$ cat config.mk
export PLATFORM = sky130hd
export DESIGN_NAME = stream_mux_arb
export DESIGN_NICKNAME = d
export VERILOG_FILES = /design/src/rtl/stream_mux_arb.sv
export SDC_FILE = /design/constraint.sdc
export NUM_CORES = 1
export LEC_CHECK = 0
export ABC_AREA = 1
export CORE_MARGIN = 8
export CORE_UTILIZATION = 36
export CTS_CLUSTER_SIZE = 14
export DETAILED_ROUTE_END_ITERATION = 6
export GPL_TIMING_DRIVEN = 0
export PLACE_DENSITY = 0.79
export SYNTH_ARGS = -nofsm -noshare
export SYNTH_HDL_FRONTEND = slang
export SYNTH_SLANG_ARGS = --single-unit
$ cat constraint.sdc
create_clock -name clk -period 1.7 [get_ports clk]
set_input_delay 0.34 -clock clk [delete_from_list [all_inputs] [get_ports clk]]
set_output_delay 0.34 -clock clk [all_outputs]
set_load 0.01 [all_outputs]
$ cat src/rtl/stream_mux_arb.sv
// N-to-1 stream multiplexer with a single registered output stage.
// Channel choice is select-driven (MODE=0) or round-robin (MODE=1).
module stream_mux_arb #(
   parameter int unsigned WIDTH = 8,
   parameter int unsigned NCH   = 4,
   parameter int unsigned MODE  = 0,
   localparam int unsigned SW   = $clog2(NCH)
) (
   input  logic                 clk,
   input  logic                 rst_n,
   input  logic [NCH*WIDTH-1:0] din,
   input  logic [NCH-1:0]       din_valid,
   output logic [NCH-1:0]       din_ready,
   input  logic [SW-1:0]        select,
   output logic [WIDTH-1:0]     dout,
   output logic [SW-1:0]        dout_ch,
   output logic                 dout_valid,
   input  logic                 dout_ready
);

   logic [WIDTH-1:0] dout_q;
   logic [SW-1:0]    dout_ch_q;
   logic             dout_valid_q;
   logic [SW-1:0]    last_q;

   logic             load_en;
   logic             grant_vld;
   logic [SW-1:0]    grant_idx;
   logic [WIDTH-1:0] grant_data;
   logic             xfer;

   assign load_en = !dout_valid_q || dout_ready;

   always_comb begin
      grant_vld  = 1'b0;
      grant_idx  = '0;
      grant_data = '0;
      if (MODE == 0) begin
         for (int unsigned i = 0; i < NCH; i++) begin
            if (select == SW'(i) && din_valid[i]) begin
               grant_vld = 1'b1;
               grant_idx = SW'(i);
            end
         end
      end else begin
         // Walk the search order backwards so the earliest candidate wins.
         for (int k = int'(NCH); k >= 1; k--) begin
            if (din_valid[(int'(last_q) + k) % int'(NCH)]) begin
               grant_vld = 1'b1;
               grant_idx = SW'((int'(last_q) + k) % int'(NCH));
            end
         end
      end
      for (int unsigned i = 0; i < NCH; i++) begin
         if (grant_idx == SW'(i)) grant_data = din[i*WIDTH +: WIDTH];
      end
   end

   // rst_n gating keeps inputs blocked while reset is held.
   always_comb begin
      din_ready = '0;
      for (int unsigned i = 0; i < NCH; i++) begin
         din_ready[i] = rst_n && load_en && grant_vld && (grant_idx == SW'(i));
      end
   end

   assign xfer = |din_ready;

   always_ff @(posedge clk or negedge rst_n) begin
      if (!rst_n) begin
         dout_q       <= '0;
         dout_ch_q    <= '0;
         dout_valid_q <= 1'b0;
         last_q       <= SW'(NCH - 1);
      end else if (xfer) begin
         dout_q       <= grant_data;
         dout_ch_q    <= grant_idx;
         dout_valid_q <= 1'b1;
         if (MODE == 1) last_q <= grant_idx;
      end else if (dout_ready) begin
         dout_valid_q <= 1'b0;
      end
   end

   assign dout       = dout_q;
   assign dout_ch    = dout_ch_q;
   assign dout_valid = dout_valid_q;

endmodule

==> flow_metrics.py <==
metrics = {
    "global_routing": {
        "antenna_found_initial": 0,
        "grt_usage_pct": 13.28,
        "grt_pass1_wl_um": 4719,
        "grt_max_degree": 13,
        "grt-ovfl-total": 0,
        "grt_pass1_vias": 1141,
    },
    "job": {
        "max-cap-violations": 0,
    },
    "timing": {
        "clock_skew_ns": 0.001648,
        "rsz0062_at_grt": "false",
        "fmax_mhz": 610.9,
        "worst_pin_slew_ns": 0.4674,
        "setup_viol": 0,
        "tns_ns": 0,
        "fin_crit_ns": 1.637,
        "setup_ws_ns": 0.06319,
        "post-route-period-util_pct": 96.28,
        "drv_slew": 0,
        "max_slew_margin_pct": 68.74,
        "hold_violations": 0,
    },
    "power_and_ir_drop": {
        "p_leak_nw": 0.8269,
        "p_clk_share_pct": 17.0,
        "internal_power_mw": 0.6804,
        "powerDensity_mw_per_mm2": 626.6,
        "finalPower_mw": 1.000,
        "seq_power_share_pct": 35.6,
        "vdd_ir_drop_max_mv": 0.3518,
        "p_comb_share_pct": 47.5,
        "swShare_pct": 31.99,
        "p_sw_mw": 0.3200,
    },
    "place": {
        "place_area_sq_mm": 0.001465,
        "port_buffers": 54,
        "pre_cts_ws_ns": -1.294,
        "dp_hpwl_um": 2437,
        "place_congestion": 0.7850,
    },
    "clocking": {
        "numCtsBuffers": 3,
        "ctsRootBufferMaster": "clkbuf_4",
        "cts.path.max_buffers": 2,
        "clock-sinks": 11,
        "clkTransAtPathRegs_ns": 0.07,
        "cts_tree": "done",
        "clock_latency_ns": 0.26,
        "htreeDepth": 1,
    },
    "worst_setup_path": {
        "startpoint_type": "primary input",
        "crit_chain": "buf_8 -> buf_6 -> nor2_1 -> nand2_1 -> nand2_4 -> nor2_8 -> nor2_8 -> inv_6 -> nor3_2 -> buf_2",
        "required_ns": 1.36,
        "cp.arrival_ns": 1.30,
        "cpMaxStageDelayCell": "buf_2",
        "critPathKind": "in -> out",
        "crit_path_end_kind": "output pin",
        "cp_common_cell": "nor2_8",
        "cpLargestDelayFamily": "simple AND/OR/NAND/NOR gates",
        "worstPathMaxFanout": 5,
        "slowest_delay_ns": 0.15,
        "path_buf_inv": 4,
    },
    "drt": {
        "drt-pass1-iter-count": 4,
        "drt-initial-drc-count": 28,
        "drc": 0,
        "avgRoutedWirePerCell_um": 12.55,
        "vias_per_cell": 4.805,
        "drt_wl_total_um": 2961,
        "antenna_left": 0,
        "vias": 1134,
    },
    "logic_synthesis": {
        "synth_simple_gate_area_share_pct": 57.97,
        "yosys_warnings": 0,
        "synth_area_leader_cell": "dfrtp_1",
        "synth_top_family_by_area": "simple AND/OR/NAND/NOR gates",
        "synth_compound_area_share_pct": 0.5642,
        "seq_area_frac_synth_pct": 31.03,
        "syn-num-nets": 178,
        "synth_area_sq_um": 887.1,
        "syn_avg_cell_area_sq_um": 6.475,
        "synth.most_common_cell": "nand2_1",
        "synthMuxAreaShare_pct": 0,
        "synth_top_area_share_pct": 31.03,
        "synth_edf_count": 0,
        "synth_common_cells": "56 x nand2_1, 14 x nand4_1, 13 x inv_1",
        "synthTopCellsByArea": "dfrtp_1 31%, nand2_1 24%, nand4_1 9.9%, inv_1 5.5%, nand3_1 4.5%",
        "synthCells": 137,
        "synth_cell_type_count": 19,
        "ys_async_sr_fraction_pct": 100.0,
        "synth_fa_ha_area_share_pct": 0,
        "ys_ff_latch": 11,
        "synth_xor_area_share_pct": 0,
        "ys.flop_type": "dfrtp_1",
    },
    "hold_path": {
        "hp-class": "reg -> reg",
    },
    "die": {
        "die-area_sq_mm": 0.004309,
        "ios": 56,
        "core_area_sq_mm": 0.002410,
        "fp.dieW_um": 65.64,
        "initial_utilization_pct": 36.81,
        "num_rows": 18,
        "fp.dieH_um": 65.64,
    },
    "finish": {
        "area_growth_pct": 79.97,
        "final_area_sq_mm": 0.001597,
        "nFillCells": 196,
        "diodes": 0,
        "finalNetCount": 248,
        "drive_gt1_share_pct": 18.45,
    },
    "outcome": {
        "status": "finished clean",
    },
}
[path summary, 6_finish.rpt]
path	slack, ns	end	startpoint	depth (start not counted)
setup / recovery	0.06	din_ready[0]	select[1]	10
hold / removal	0.48	dout_ch[1]	dout_ch[1]	2
setup reg to reg	0.50	dout_ch[0]	dout_valid	8
hold reg to reg	0.48	dout_ch[1]	dout_ch[1]	2
max in group asynchronous	0.77	dout[5]	rst_n	2
min in group asynchronous	0.61	dout_ch[0]	rst_n	2
[worst reg2reg max path: stages (launching register included)]
cell and delay [ns]:
dfrtp_1 0.39, nand2_2 0.10, nand2_4 0.08, nor2_8 0.17, buf_4 0.14, buf_4 0.09
buf_4 0.09, nand2_1 0.04, nand2_1 0.06
[layout make-up]
type	count	area [sq um]	share of cell area, %
plain buffers	4	27.53	1.724
inverters	15	61.31	3.840
flip-flops and latches	11	275.3	17.24
well taps	30	37.54	2.351
multi-input cells	105	554.3	34.72
repair buffers	67	614.3	38.48
clock buffers	4	26.28	1.646
[layout by cell type (no fill, tap or decap), drive strengths merged]
| master | count |
|---|---|
| dlygate4sd3 | 1 |
| dlygate4sd2 | 4 |
| a21oi | 1 |
| dfrtp | 11 |
| nor2 | 13 |
| buf | 21 |
| nor3 | 8 |
| inv | 15 |
| nand2 | 58 |
| nand3 | 11 |
| nand4 | 14 |
| clkdlybuf4s50 | 43 |
| clkbuf | 6 |
[sequential cells by signal (all words and copies together) (netlist names)]
name and flops:
dout_valid 1, dout 8, dout_ch 2
[kinds of logic (layout without fill, tap and decap cells)]
logic type,Yosys count,count (layout)
buffers and inverters,21,90
and+or+nand+nor,104,104
AOI/OAI and AO/OA,1,1
DFF,11,11
[per-stage QoR]
| stage | hold WS, ns | cells | util, % |
|---|---|---|---|
| CTS | 0.05458 | 234 | 65.78 |
| global placement | 0.4593 | 221 | 60.80 |
| global route | 0.5022 | 236 | 66.25 |
| floorplan | 0.04441 | 137 | - |
| finish | 0.4783 | 236 | 66.25 |
| detailed placement | 0.4695 | 221 | 60.80 |
[power groups by stage]
stage          logic [mW]  registers, mW  clock network [mW]
3_3_place_gp        0.437          0.357                   0
4_1_cts             0.473          0.356               0.175
6_report            0.475          0.356               0.170
2_1_floorplan       0.157          0.384                   0
3_5_place_dp        0.445          0.360                   0
5_1_grt             0.517          0.361               0.189
[per-layer routing]
metal	track usage [%]	part of all wire (%)	vias up
met5	0	0	-
met4	6.812	1.8	0
met3	3.231	6.9	4
met2	23.26	50	44
met1	14.41	41	508
li1	-	-	578
[timing repair]
item                                    in CTS  in global routing
buffers inserted                            10                  2
hold endpoints to repair                     0                 11
resized for setup                           48                  4
pin swaps                                    8                  5
endpoints found under the setup margin      15                  1
hold buffers                                 0                  1
Power figures use the tool's default switching activity.
==> RTL edit, RTL diff (same flow settings) <==
The parameter `MODE` goes from 0 to 1. Comments in the files are not updated.
--- a/src/rtl/stream_mux_arb.sv
+++ b/src/rtl/stream_mux_arb.sv
@@ -4,5 +4,5 @@
    parameter int unsigned WIDTH = 8,
    parameter int unsigned NCH   = 4,
-   parameter int unsigned MODE  = 0,
+   parameter int unsigned MODE  = 1,
    localparam int unsigned SW   = $clog2(NCH)
 ) (
Function: changed (Yosys sat finds a counterexample within 4 cycles, from zero or initial values and one cycle with rst_n low).
==> RTL edit against the original RTL <==
The flow now finishes with violations (setup timing); die area grew 13%; design area grew 22%; sequential cell count grew 2; first-iteration DRC count grew to 2.9 times the old value; synthesized area grew 17%; setup slack lost 670 ps; sequential share of layout area shrank 0.44 points; routed wire length grew 30%; global-route usage grew 1.3 points.
Power is left out: it rests on default switching activity, and per cell area and clock period it moved more than threefold.
==> RTL edit: results (changes against the original RTL) <==
Place
The final estimated routing congestion in global placement is 0.812 (was 0.785). The setup slack after placement is -1270 ps (was -1290 ps). The post-detailed-placement cell area is 0.00168 mm² (was 0.00147 mm²). The number of cells after detailed placement was 247 (was 221). The HPWL reported at the end of detailed placement is 2730 µm (was 2440 µm). The count of buffers from port buffering is 53 (was 54).

Cells and area
The count of non-filler cells in the finished layout was 267 (was 236). The net total in the final layout was 278 (was 248). The share of cells above drive strength 1 is 30.5% (was 18.4%).

Global route
The maximum number of pins on one net before global-route repair is 15 (was 13). The overall routing resource usage is 14.6% (was 13.3%). The first-pass GRT wire length was 6000 µm (was 4720 µm).

Critical path
The critical setup path kind is reg -> out (was in -> out). The highest net fanout along the worst path came to 5 (unchanged). The worst setup slack for register-to-register paths came to -390 ps (was 500 ps). The delay contributed by the slowest stage of the critical path came to 600 ps (was 150 ps). The critical path endpoint is din_ready[1] (was din_ready[0]). The count of cells along the worst register-to-register path was 15 (was 8). The data arrival at the endpoint of the critical path came to 1970 ps (was 1300 ps). The slowest cell on the critical path is dfstp_2 (was buf_2). The worst reg2reg path endpoint is dout[7] (was dout_ch[0]). The start of the worst register-to-register path is last_q[0] (was dout_valid).

Timing
The worst-case headroom to the max-slew limit is 54.0% (was 68.7%). The final number of setup-violating endpoints is 12 (was 0). The setup TNS came to -5150 ps (was 0 ps).

The worst hold margin came to 215 ps (was 478 ps). The post-layout worst setup margin is -608 ps (was 63.2 ps).

Floorplanning
The initial core utilization is 37.8% (was 36.8%).

Routing
The number of DRC markers in iteration 0 came to 80 (was 28). The via count is 1312 (was 1134). The routed wire length per instance is 14.4 µm (was 12.5 µm).

Synth
Main area contributors after synthesis: dfrtp_1 26%, nand2_1 22%, nand3_1 9.6% (was dfrtp_1 31%, nand2_1 24%, nand4_1 9.9%). The proportion of register bits with asynchronous set or reset after synthesis is 100% (unchanged). The number of distinct library cells after synthesis is 20 (was 19). The share of synthesized area occupied by flip-flops and latches is 31.5% (was 31.0%). Most common library cells after synthesis: 62 x nand2_1, 20 x nand3_1, 19 x nor2_1 (was 56 x nand2_1, 14 x nand4_1, 13 x inv_1).

The count of mapped cells out of synthesis is 163 (was 137). The net count of the mapped netlist was 204 (was 178).

Clock tree
The count of cells resized by post-cts repair is 41 (was 48). The post-CTS setup buffer count is 11 (was 10).

Status
Outcome: finished with violations (was complete, no violations). The checks that failed: setup timing.

Min path
The path category of the worst min-delay check is in -> async (was reg -> reg).
## RTL edit: cell types whose count changed in the layout (fill, tap and decap cells not counted), moves of 7 or more
cell / unedited run / this run
nand2_2: 1 / 11
nand4_1: 14 / 6
nor3_1: 7 / 0
nand3_1: 8 / 16
## RTL edit: logic make-up (layout without fill, tap and decap cells)
logic type             Yosys count  after routing  synth area share (%)
and+or+nand+nor                119            119                  53.4
buffers and inverters           21             94                  9.60
DFF                             13             13                  31.5
AOI/OAI and AO/OA               10             10                  5.52
## RTL edit: layout make-up
class                           count  area [µm²]
Buffer                              4        53.8
Clock buffer                        4        26.3
Fill cell                         237         807
Inverter                           17        73.8
Multi-Input combinational cell    129         769
Sequential cell                    13         328
Tap cell                           31        38.8
Timing Repair Buffer               69         661
## RTL edit: routing by layer
metal	wire length, µm	vias to the layer above	global-route usage [%]
li1	-	664	-
met1	1700	612	18.4
met2	1920	32	24.1
met3	190	4	2.86
met4	42	0	4.69
met5	0	-	0
